--- src/rtl/divider_32by16.sv ---
// divider_32by16 -- sequential restoring divider, 32-bit dividend by 16-bit
// divisor, one quotient bit per clock.
//
// Ports:
//   clk        single clock, rising edge
//   rst        synchronous active-high reset
//   in_valid   operands presented on dividend/divisor
//   in_ready   block is idle and can accept an operation (registered)
//   dividend   32-bit unsigned numerator
//   divisor    16-bit unsigned denominator
//   out_valid  result is held on quotient/remainder/err (registered)
//   out_ready  consumer accepts the result
//   quotient   16-bit unsigned quotient (registered)
//   remainder  16-bit unsigned remainder (registered)
//   err        divide-by-zero or quotient overflow flag
//
// Build option:
//   DIV_ERR_CHECK_EN  when defined, a zero divisor or an overflowing
//                     dividend (upper half >= divisor) skips the iterations
//                     and returns err=1, quotient=16'hFFFF and
//                     remainder=dividend[15:0]. When undefined, err is tied
//                     to 0 and every operation runs all 16 iterations.
module divider_32by16 (
  input  logic        clk,
  input  logic        rst,
  input  logic        in_valid,
  output logic        in_ready,
  input  logic [31:0] dividend,
  input  logic [15:0] divisor,
  output logic        out_valid,
  input  logic        out_ready,
  output logic [15:0] quotient,
  output logic [15:0] remainder,
  output logic        err
);

  typedef enum logic [1:0] {IDLE, CALC, DONE} state_t;

  state_t      state;
  state_t      state_next;

  // The partial remainder never exceeds the divisor-1 between iterations, so
  // its top bit is always zero and only the low 16 bits are stored.
  logic [15:0] partial_rem;
  logic [15:0] shift_lo;
  logic [15:0] quo_acc;
  logic [15:0] div_reg;
  logic [3:0]  count;

  logic        accept;
  logic        release_out;
  logic        bad_ops;
  logic [16:0] trial;
  logic        trial_ge;
  logic [15:0] trial_diff;
  logic [15:0] rem_next;

  // Handshake decode, one restoring step of the datapath, and next state.
  // The subtraction is done modulo 2^16 because whenever it is taken the
  // true difference is below the divisor and therefore fits in 16 bits.
  always_comb begin
    accept      = in_valid & in_ready;
    release_out = out_valid & out_ready;
    trial       = {partial_rem, shift_lo[15]};
    trial_ge    = (trial >= {1'b0, div_reg});
    trial_diff  = trial[15:0] - div_reg;
    rem_next    = trial_ge ? trial_diff : trial[15:0];
`ifdef DIV_ERR_CHECK_EN
    bad_ops     = (divisor == 16'd0) || (dividend[31:16] >= divisor);
`else
    bad_ops     = 1'b0;
`endif
    state_next  = state;
    case (state)
      IDLE: if (accept) state_next = bad_ops ? DONE : CALC;
      CALC: if (count == 4'd15) state_next = DONE;
      DONE: if (release_out) state_next = IDLE;
      default: state_next = IDLE;
    endcase
  end

  // State, datapath and registered handshake outputs. The quotient and
  // remainder outputs are the accumulators themselves; they only change in
  // CALC or at accept, so they are stable for the whole of DONE. On the
  // error shortcut the FSM enters DONE on the accept edge but out_valid
  // rises one edge later, which the (state != IDLE) term provides.
  always_ff @(posedge clk) begin
    if (rst) begin
      state       <= IDLE;
      in_ready    <= 1'b0;
      out_valid   <= 1'b0;
      partial_rem <= 16'd0;
      shift_lo    <= 16'd0;
      quo_acc     <= 16'd0;
      div_reg     <= 16'd0;
      count       <= 4'd0;
    end else begin
      state     <= state_next;
      in_ready  <= (state_next == IDLE);
      out_valid <= (state_next == DONE) && (state != IDLE);
      if (accept) begin
        div_reg <= divisor;
        count   <= 4'd0;
        if (bad_ops) begin
          partial_rem <= dividend[15:0];
          shift_lo    <= 16'd0;
          quo_acc     <= 16'hFFFF;
        end else begin
          partial_rem <= dividend[31:16];
          shift_lo    <= dividend[15:0];
          quo_acc     <= 16'd0;
        end
      end else if (state == CALC) begin
        partial_rem <= rem_next;
        shift_lo    <= {shift_lo[14:0], 1'b0};
        quo_acc     <= {quo_acc[14:0], trial_ge};
        count       <= count + 4'd1;
      end
    end
  end

`ifdef DIV_ERR_CHECK_EN
  // The error flag is captured at accept and held until the next accept.
  always_ff @(posedge clk) begin
    if (rst) begin
      err <= 1'b0;
    end else if (accept) begin
      err <= bad_ops;
    end
  end
`else
  assign err = 1'b0;
`endif

  assign quotient  = quo_acc;
  assign remainder = partial_rem;

endmodule

--- config.mk ---
export PLATFORM = sky130hd
export DESIGN_NAME = divider_32by16
export DESIGN_NICKNAME = d
export VERILOG_FILES = /design/src/rtl/divider_32by16.sv
export SDC_FILE = /design/constraint.sdc
export NUM_CORES = 1
export LEC_CHECK = 0
export CORE_MARGIN = 1
export CORE_UTILIZATION = 50
export DETAILED_ROUTE_END_ITERATION = 7
export GPL_ROUTABILITY_DRIVEN = 0
export GPL_TIMING_DRIVEN = 0
export PLACE_DENSITY = 0.9
export SYNTH_ARGS = -nofsm -noshare
export SYNTH_HDL_FRONTEND = slang
export SYNTH_SLANG_ARGS = --single-unit
--- constraint.sdc ---
create_clock -name clk -period 2.8 [get_ports clk]
set_clock_uncertainty 0.1 [all_clocks]
set_input_delay 0.56 -clock clk [delete_from_list [all_inputs] [get_ports clk]]
set_output_delay 0.56 -clock clk [all_outputs]
set_load 0.02 [all_outputs]
==> flow_summary.json <==
{
  "power.static_leakage_nw": 1.82,
  "remaining_drc_errors": 0,
  "synth_largest_type_area_fraction": 0.383,
  "worstPathRequired_ps": 2980,
  "critPathLaunch": "in_valid",
  "area_delta_synth_final_pct": 32.3,
  "routed_wl_um": 10800,
  "worst_ir_drop_vdd_mv": 0.331,
  "cp-end-kind": "flip-flop",
  "die_height_um": 88.7,
  "reg2regPathDepth": 10,
  "drt_first_pass_iters": 6,
  "final_common_cell": "nand2_1",
  "period_minus_slack_ps": 2700,
  "synth-seq-area-share": 0.383,
  "path_max_fanout": 10,
  "cts_root_buf": "clkbuf_8",
  "final.hold.worst_slack_ps": 359,
  "syn_area_cell_um2": 7.72,
  "die_area_um2": 7870,
  "cp_slowest_cell": "buf_1",
  "postCtsHoldBufs": 0,
  "placement_rows": 31,
  "max_cap_viol_count": 0,
  "finish.net_count": 652,
  "crit_path_start_kind": "input pin",
  "rrSetupSlack_ps": 110,
  "post_synth_num_cell_types": 54,
  "count_of_input_and_output_buffers": 84,
  "grt_first_pass_wirelength_um": 16500,
  "detailed_place_hpwl_um": 7770,
  "final-hold-violation-count": 0,
  "fillCellCount": 576,
  "timing.hold.worst.class": "flip-flop to flip-flop",
  "clock_path_buffers": 2,
  "wl_per_cell_um": 15.8,
  "die_w_um": 88.7,
  "synth_enable_flop_cells": 0,
  "crit_path_cell_trace": "clkdlybuf4s50_1 > and2_1 > clkbuf_1 > clkbuf_1 > buf_1 > nand2_1 > a21oi_1",
  "count_of_inserted_antenna_diode_cells": 0,
  "dpl_worst_slack_ps": -236,
  "ys_async_sr_fraction": 0,
  "vias": 3962,
  "criticalPathCategory": "input pin to flip-flop",
  "maximum_clock_frequency_ghz": 0.370,
  "coreArea_um2": 7250,
  "clock-sinks": 72,
  "route.antenna.remaining_nets": 0,
  "clkSlewWorstSetupHoldPaths_ps": 80,
  "pwr_density_cell_nw_per_um2": 662,
  "grt_max_degree": 15,
  "htreeDepth": 3,
  "setup_violations": 0,
  "timing.critical_path.arrival_ps": 2880,
  "final.period_utilization": 0.965,
  "fraction_of_layout_instances_using_a_drive_strength_above_1": 0.0477,
  "synth_top_cells_by_area": "dfxtp_1 (38%), nand2_1 (11%), a21oi_1 (6.5%), ha_1 (5.7%), a311oi_1 (3.7%)",
  "route.detailed.vias_per_inst": 5.78,
  "cp-endpoint": "div_reg[15]",
  "synth_area_leader_cell": "dfxtp_1",
  "tightest_slew_ps": 583,
  "post-place-cells": 670,
  "yosysWarningCount": 0,
  "timing.rr.end": "remainder[15]",
  "synth_fp_nets": 557,
  "status": "completed",
  "fin_ws_ps": 99.0,
  "regToRegStartpoint": "remainder[2]",
  "grt_antenna_before_repair": 0,
  "netlist_instances": 487,
  "initial_utilization": 0.518,
  "ys_dominant_reg_cell": "dfxtp_1",
  "critPathMaxStageDelay_ps": 510,
  "clock_latency_ps": 360,
  "postCtsSetupRepairBufs": 0,
  "groute.usage.overall": 0.275,
  "layout_common_cells": "nand2_1 (112), clkdlybuf4s50_1 (84), dfxtp_1 (72), a21oi_1 (49), nor2_1 (37)",
  "num_io_pins": 87,
  "clock_tree_from_tritoncts": "done",
  "globalRoute.totalOverflow": 0,
  "yosys_register_bits": 72,
  "timing.final.max_slew_violations": 0,
  "first_global_vias": 3573,
  "cts_buffers": 9,
  "area_of_the_mapped_netlist_um2": 3760,
  "finish.cell_count_without_fillers": 686,
  "maxSlewHeadroom": 0.611,
  "cpMostUsedCell": "clkbuf_1",
  "drt_iter0_markers": 409
}
-- cell families (layout without fill, tap and decap cells) --
logic type | after synthesis | in the layout | share of synthesized area
AO/OA/AOI/OAI | 131 | 131 | 0.232
other | 1 | 1 | 0.000998
XOR/XNOR | 13 | 13 | 0.0303
buffers and inverters | 54 | 154 | 0.0566
multiplexers | 7 | 7 | 0.0186
AND/OR/NAND/NOR | 191 | 191 | 0.216
flip-flops | 72 | 72 | 0.383
adder cells (fa/ha/maj) | 18 | 18 | 0.0619
-- where the power goes --
part	total (mW)	switching, mW	leakage [nW]	internal (mW)
Combinational	1.30	0.746	1.13	0.551
Sequential	1.14	0.0555	0.587	1.09
Clock	0.856	0.435	0.104	0.421
-- synth_stat cells, drive strengths merged (7+ instances only) --
cell and count:
a21oi 49, a22oi 15, a311oi 16, clkbuf 27
dfxtp 72, ha 17, inv 22, mux2i 7
nand2 113, nor2 37, nor3 8, o21ai 10
o22ai 9, xnor2 8
-- critical path, delay by kind of cell --
family	cells	cell delay, ps
AND/OR/NAND/NOR	2	300
AO/OA/AOI/OAI	1	180
buffers and inverters	4	1840
-- worst min path at each step --
stage / from / endpoint / slack (ps) / depth (start not counted)
CTS: div_reg[3] / div_reg[3] / 360 / 2
finish: div_reg[3] / div_reg[3] / 360 / 2
global placement: div_reg[4] / div_reg[4] / 340 / 2
floorplan: div_reg[10] / div_reg[10] / 340 / 2
detailed placement: div_reg[9] / div_reg[9] / 350 / 2
global route: div_reg[5] / div_reg[5] / 370 / 2
-- cell type report --
class / count / area, um2 / share of cell area
clock buffers: 9 / 124 / 0.0249
repair buffers: 84 / 841 / 0.169
plain buffers: 32 / 130 / 0.0262
flip-flops and latches: 72 / 1440 / 0.290
multi-input cells: 361 / 2150 / 0.433
clock inverters: 7 / 78.8 / 0.0158
well taps: 99 / 124 / 0.0249
inverters: 22 / 82.6 / 0.0166
-- what timing repair did --
action                     in CTS  in global routing
setup endpoints to repair       5                 13
pin swaps                       0                  1
gates resized for setup         1                  6
-- stage by stage --
stage	utilization	total power, mW	TNS (ps)	cell area (um2)
6_report	0.686	3.29	0	4970
4_1_cts	0.680	3.19	0	4930
3_5_place_dp	0.651	2.35	-2210	4720
3_3_place_gp	0.651	2.32	-1100	4720
5_1_grt	0.686	3.43	-28.9	4970
2_1_floorplan	-	1.99	0	3760
-- routing by layer --
| layer | vias to the layer above | GRT usage | part of all wire |
|---|---|---|---|
| met5 | - | 0 | 0 |
| met1 | 1822 | 0.348 | 0.42 |
| li1 | 1896 | - | - |
| met3 | 42 | 0.0364 | 0.074 |
| met2 | 202 | 0.456 | 0.48 |
| met4 | 0 | 0.147 | 0.034 |
Note: power is estimated with default switching activity, not from simulation.
==> RTL change 1 (config.mk and constraints unchanged) <==
Build with the macro `DIV_ERR_CHECK_EN` defined.
--- a/src/rtl/divider_32by16.sv
+++ b/src/rtl/divider_32by16.sv
@@ -20,6 +20,8 @@
 //                     and returns err=1, quotient=16'hFFFF and
 //                     remainder=dividend[15:0]. When undefined, err is tied
 //                     to 0 and every operation runs all 16 iterations.
+`define DIV_ERR_CHECK_EN
+
 module divider_32by16 (
   input  logic        clk,
   input  logic        rst,
Behaviour: not the same (a bounded check fails within 4 cycles, from zero or initial values and one cycle with rst high).
==> RTL change 1 against the original RTL <==
  * The run now ends with setup timing left
  * Register-to-register slack lost 0.03 ns
  * Wire length grew 44%
  * Worst setup slack lost 0.24 ns
  * Sequential cell count grew 1
  * Sequential share of layout area shrank 4.6 points
  * Fmax shrank 8.3%
  * Area after synthesis grew 20%
  * Utilization grew 0.17 points
  * Power grew 21%
  * Clock power grew 8.4%
  * Final area grew 21%
  * Critical endpoint is now shift_lo[12]$_SDFFE_PP0P_
  * Largest cell class unchanged
==> RTL change 1: results (changes against the original RTL) <==
| Metric | Value |
|---|---|
| Clock Tree Buf Depth | 2 (unchanged) |
| Largest net degree at the start of global routing | 14 (-1) |
| Slowest stage delay, CP | 0.53 ns (+0.02 ns) |
| H-tree depth reported by CTS | 3 (unchanged) |
| Final #Nets | 778 (+19%) |
| Vias/cell | 6.46 (+12%) |
| Max-Slew Margin vs Limit | 44.3% (-17 points) |
| Fillers | 625 (+8.5%) |
| Pre-CTS setup slack | -0.739 ns (-0.503 ns) |
| Worst r2r path cells | 10 (unchanged) |
| Type of the worst min-delay path | flip-flop to flip-flop |
| Worst r2r dst | remainder[6]$_SDFFE_PP0P_ |
| Final wirelength | 15,600 um (+44%) |
| Synth top area cells | dfxtp_1 (32%), nand2_1 (9.7%), ha_1 (9.1%) |
| Lkg Pwr | 2.42 nW (+33%) |
| Top_reg_cell synth | dfxtp_1 |
| Tot GR Track Use | 31.5% (+4.0 points) |
| Max VDD drop | 0.441 mV (+33%) |
| Clk pin slew, worst setup/hold paths | 0.08 ns (about the same) |
| Antenna Cells | 0 (unchanged) |
| Max Fanout on Critical Path | 10 (unchanged) |
| Slowest CP cell | clkdlybuf4s50_1 |
| Fraction of layout cells with a size suffix above 1 | 11.2% (+6.4 points) |
| Cell variety after synth | 68 (+26%) |
| Sequential area share after synthesis | 32.3% (-6.0 points) |
| Cts bufs inserted | 9 (unchanged) |
| Syn_area_per_cell | 7.70 um2 (-0.27%) |
| Initial antenna violation count | 0 (unchanged) |
| Vias in the first global route | 4,905 (+37%) |
| Pre-antenna DRT Iters | 6 (unchanged) |
| Reg2reg start | shift_lo[15]$_SDFFE_PP0P_ |
| Status | finished, violations left |
| Detail Placement HPWL | 10,900 um (+40%) |
| Commonest cells in the synthesized netlist | nand2_1 (117), dfxtp_1 (73), a21oi_1 (52) |
| Hold depth | 2 (unchanged) |
| DR WL/cell | 19.4 um (+23%) |
| Worst Setup EP | shift_lo[12]$_SDFFE_PP0P_ |
| Syn Nets | 673 (+21%) |
| First-pass GRT wire length | 23,600 um (+43%) |
| Placed Area | 0.00551 mm2 (+17%) |
| Hold_sp | div_reg[14]$_SDFFE_PP0P_ |
| WP data arrival | 3.14 ns (+0.26 ns) |
| Setup-failing EPs final | 34 (+34) |
| Worst setup startpoint | dividend[22] |
| Root Buffer | clkbuf_8 |
| R2R setup slack | 0.08 ns (-0.03 ns) |
| Setup ws final | -0.144 ns (-0.243 ns) |
| Failing checks | setup timing |
| Post-synthesis async set-or-reset flop share | 0% (unchanged) |
| DR iter-0 viols | 578 (+41%) |
| I/O Buffers | 86 (+2.4%) |
| Hold endpoint | div_reg[14]$_SDFFE_PP0P_ |
[RTL change 1: cell count changes in the layout (fill, tap and decap cells not counted), sizes merged, moves of 7 or more]
cell	unedited run	this run
dlymetal6s2s	0	17
a31oi	6	37
buf	5	21
a311oi	16	0
clkdlybuf4s50	84	64
o21ai	10	18
a22oi	15	5
inv	24	38
mux2	0	7
o22ai	9	1
ha	17	33
a211oi	2	13
[RTL change 1: worst reg2reg max path, cell delays in order, from the launching register on]
cell and delay [ns]:
dfxtp_1 0.40, inv_1 0.07, ha_1 0.23, fa_1 0.39, nor2b_1 0.21, o21a_1 0.17
a311o_1 0.33, xnor2_1 0.10, nor3_1 0.28, o21ai_0 0.20, a21oi_1 0.18
[RTL change 1: logic make-up (layout without fill, tap and decap cells)]
family                   count (synthesis)  count (layout)  synth area share [%]
multiplexers                            15              15                  3.52
flip-flops                              73              73                  32.3
AO/OA/AOI/OAI                          165             165                  23.5
XOR/XNOR                                11              11                  2.13
adder cells (fa/ha/maj)                 34              34                  9.58
AND/OR/NAND/NOR                        216             216                  21.6
buffers and inverters                   73             183                  7.31
[RTL change 1: metal layers]
| metal | wire length [um] | GRT usage [%] | share of wire [%] | vias up |
|---|---|---|---|---|
| met5 | 0 | 0 | 0 | - |
| met4 | 1130 | 18.8 | 7.2 | 0 |
| met3 | 1610 | 7.27 | 10 | 128 |
| met2 | 7240 | 53.3 | 46 | 409 |
| met1 | 5600 | 36.1 | 36 | 2379 |
| li1 | - | - | - | 2287 |
[RTL change 1: timing repair]
item / in CTS / in global routing
setup endpoints to repair: 45 / 41
resized for setup: 23 / 38
setup buffers: 6 / 2
pin swaps: 4 / 10
[RTL change 1: layout make-up]
class / instances / area, um2 / share of cell area, %
flip-flops and latches: 73 / 1460 / 24.4
inverters: 38 / 143 / 2.38
repair buffers: 94 / 958 / 16.0
clock buffers: 9 / 124 / 2.07
multi-input cells: 441 / 2870 / 47.9
well taps: 108 / 135 / 2.25
clock inverters: 7 / 95.1 / 1.59
plain buffers: 35 / 209 / 3.49
[RTL change 1: through the flow]
step | hold slack [ns] | setup TNS, ns
6_report | 0.356 | -1.94
5_1_grt | 0.383 | -1.96
4_1_cts | 0.358 | 0
3_5_place_dp | 0.347 | -26.13
3_3_place_gp | 0.346 | -24.54
2_1_floorplan | 0.336 | 0
[RTL change 1: power by group]
group	switching [mW]	internal (mW)
logic	1.05	0.764
registers	0.0972	1.13
clock network	0.427	0.501
total	1.57	2.40
==> RTL change 2 (same settings) <==
Made on the original files. Encoding of `state_t`: now one-hot (3 bits for 3 states).
--- a/src/rtl/divider_32by16.sv
+++ b/src/rtl/divider_32by16.sv
@@ -34,7 +34,7 @@
   output logic        err
 );
 
-  typedef enum logic [1:0] {IDLE, CALC, DONE} state_t;
+  typedef enum logic [2:0] {IDLE = 3'b001, CALC = 3'b010, DONE = 3'b100} state_t;
 
   state_t      state;
   state_t      state_next;
Behaviour: same outputs for any inputs over 4 cycles, from zero or initial values and one cycle with rst high; so few cycles prove little.
==> RTL change 2 against the original RTL <==
  * The flow now finishes with violations (setup timing)
  * Sequential cell count increased by 1
  * Combinational power decreased by 21%
  * Worst setup slack got worse by 0.14 ns
  * Register-to-register slack got worse by 0.15 ns
  * Wire length increased by 7.6%
  * Area after synthesis increased by 1.4%
  * Via count increased by 3.2%
  * Clock power decreased by 5.8%
  * Power decreased by 9.1%
  * Global-route usage increased by 2.4 points
  * Non-clock buffer count increased by 2
  * Final area increased by 2.1%
  * Largest cell class unchanged
==> RTL change 2: results (changes against the original RTL) <==
| Metric | Value |
|---|---|
| Syn Nets | 573 (+2.9%) |
| Vias/cell | 5.82 (+0.71%) |
| Cell variety after synth | 51 (-5.6%) |
| Commonest cells in the synthesized netlist | nand2_1 (118), dfxtp_1 (73), a21oi_1 (51) |
| Setup-failing EPs final | 2 (+2) |
| DR iter-0 viols | 527 (+29%) |
| Syn_area_per_cell | 7.58 um2 (-1.8%) |
| Tot GR Track Use | 29.9% (+2.4 points) |
| Final #Nets | 669 (+2.6%) |
| Sequential area share after synthesis | 38.3% (about the same) |
| Non-Filler Instances | 703 (+2.5%) |
| Detail Placement HPWL | 8120 um (+4.5%) |
| Failing checks | setup timing |
| Worst r2r dst | remainder[3]$_SDFFE_PP0P_ |
| DR WL/cell | 16.6 um (+5.0%) |
| Fraction of layout cells with a size suffix above 1 | 7.12% (+2.3 points) |
| Fillers | 551 (-4.3%) |
| Max VDD drop | 0.342 mV (+3.4%) |
| Vias in the first global route | 3,819 (+6.9%) |
| Multiplexer share of the synthesized area | 0.263% (-1.6 points) |
| Slowest stage delay, CP | 0.46 ns (-0.05 ns) |
| Grt met1 use | 36.7% (+1.9 points) |
| Family with the most delay on the worst path | compound AO/OA/AOI/OAI gates |
| Status | finished, violations left |
| Setup ws final | -0.0369 ns (-0.136 ns) |
| Lkg Pwr | 1.77 nW (-2.4%) |
| Max-Slew Margin vs Limit | 45.0% (-16 points) |
## RTL change 2: cell count changes after synthesis, moves of 3 or more
| cell | unedited run | this run |
|---|---|---|
| a22oi_1 | 15 | 0 |
| nor3_1 | 8 | 22 |
| o21ai_0 | 8 | 22 |
| o31ai_1 | 2 | 12 |
| o22ai_1 | 9 | 1 |
| mux2i_1 | 7 | 1 |
| nand2_1 | 112 | 118 |
| nor2b_1 | 4 | 0 |
| buf_2 | 1 | 4 |
| nor2_1 | 37 | 40 |
## RTL change 2: repair_timing
item,in CTS,in global routing
setup buffers,0,1
resized for setup,2,18
pin swaps,0,3
endpoints found under the setup margin,2,13
## RTL change 2: worst max path at each step
| stage | startpoint | end | slack, ns | depth (start not counted) |
|---|---|---|---|---|
| 6_report | remainder[2]$_SDFFE_PP0P_ | remainder[3]$_SDFFE_PP0P_ | -0.04 | 10 |
| 5_1_grt | remainder[0]$_SDFFE_PP0P_ | remainder[3]$_SDFFE_PP0P_ | -0.10 | 10 |
| 4_1_cts | div_reg[12]$_SDFFE_PP0P_ | remainder[0]$_SDFFE_PP0P_ | 0.04 | 10 |
| 3_5_place_dp | remainder[3]$_SDFFE_PP0P_ | remainder[2]$_SDFFE_PP0P_ | 0.03 | 10 |
| 3_3_place_gp | remainder[3]$_SDFFE_PP0P_ | remainder[0]$_SDFFE_PP0P_ | 0.04 | 10 |
| 2_1_floorplan | remainder[3]$_SDFFE_PP0P_ | remainder[0]$_SDFFE_PP0P_ | 0.21 | 10 |
## RTL change 2: through the flow
step           setup TNS (ns)  hold WS, ns  util (%)  power (mW)  cell area, um2
6_report              -0.0406        0.360      69.2        2.99            5080
5_1_grt                -0.179        0.375      69.2        3.11            5080
4_1_cts                     0        0.359      67.8        2.89            4970
3_5_place_dp                0        0.348      65.2        2.10            4780
3_3_place_gp                0        0.340      65.2        2.06            4780
2_1_floorplan               0        0.336         -        1.80            3810
## RTL change 2: layer usage
metal  vias to the layer above  part of all wire, %
li1                       1934                    -
met1                      1853                   40
met2                       255                   47
met3                        47                  9.3
met4                         0                  3.4
met5                         -                    0
## RTL change 2: cell type report
| cell class | instances | share of cell area, % |
|---|---|---|
| Multi-Input combinational cell | 375 | 43.8 |
| Sequential cell | 73 | 28.8 |
| Timing Repair Buffer | 85 | 16.7 |
| Buffer | 33 | 2.93 |
| Clock buffer | 9 | 2.44 |
| Tap cell | 99 | 2.44 |
| Inverter | 22 | 1.63 |
| Clock inverter | 7 | 1.26 |
## RTL change 2: where the power goes
group / switching, mW / internal, mW / leakage [nW]
clock network: 0.466 / 0.340 / 0.0899
logic: 0.588 / 0.444 / 1.09
registers: 0.0541 / 1.10 / 0.595
total: 1.11 / 1.89 / 1.77
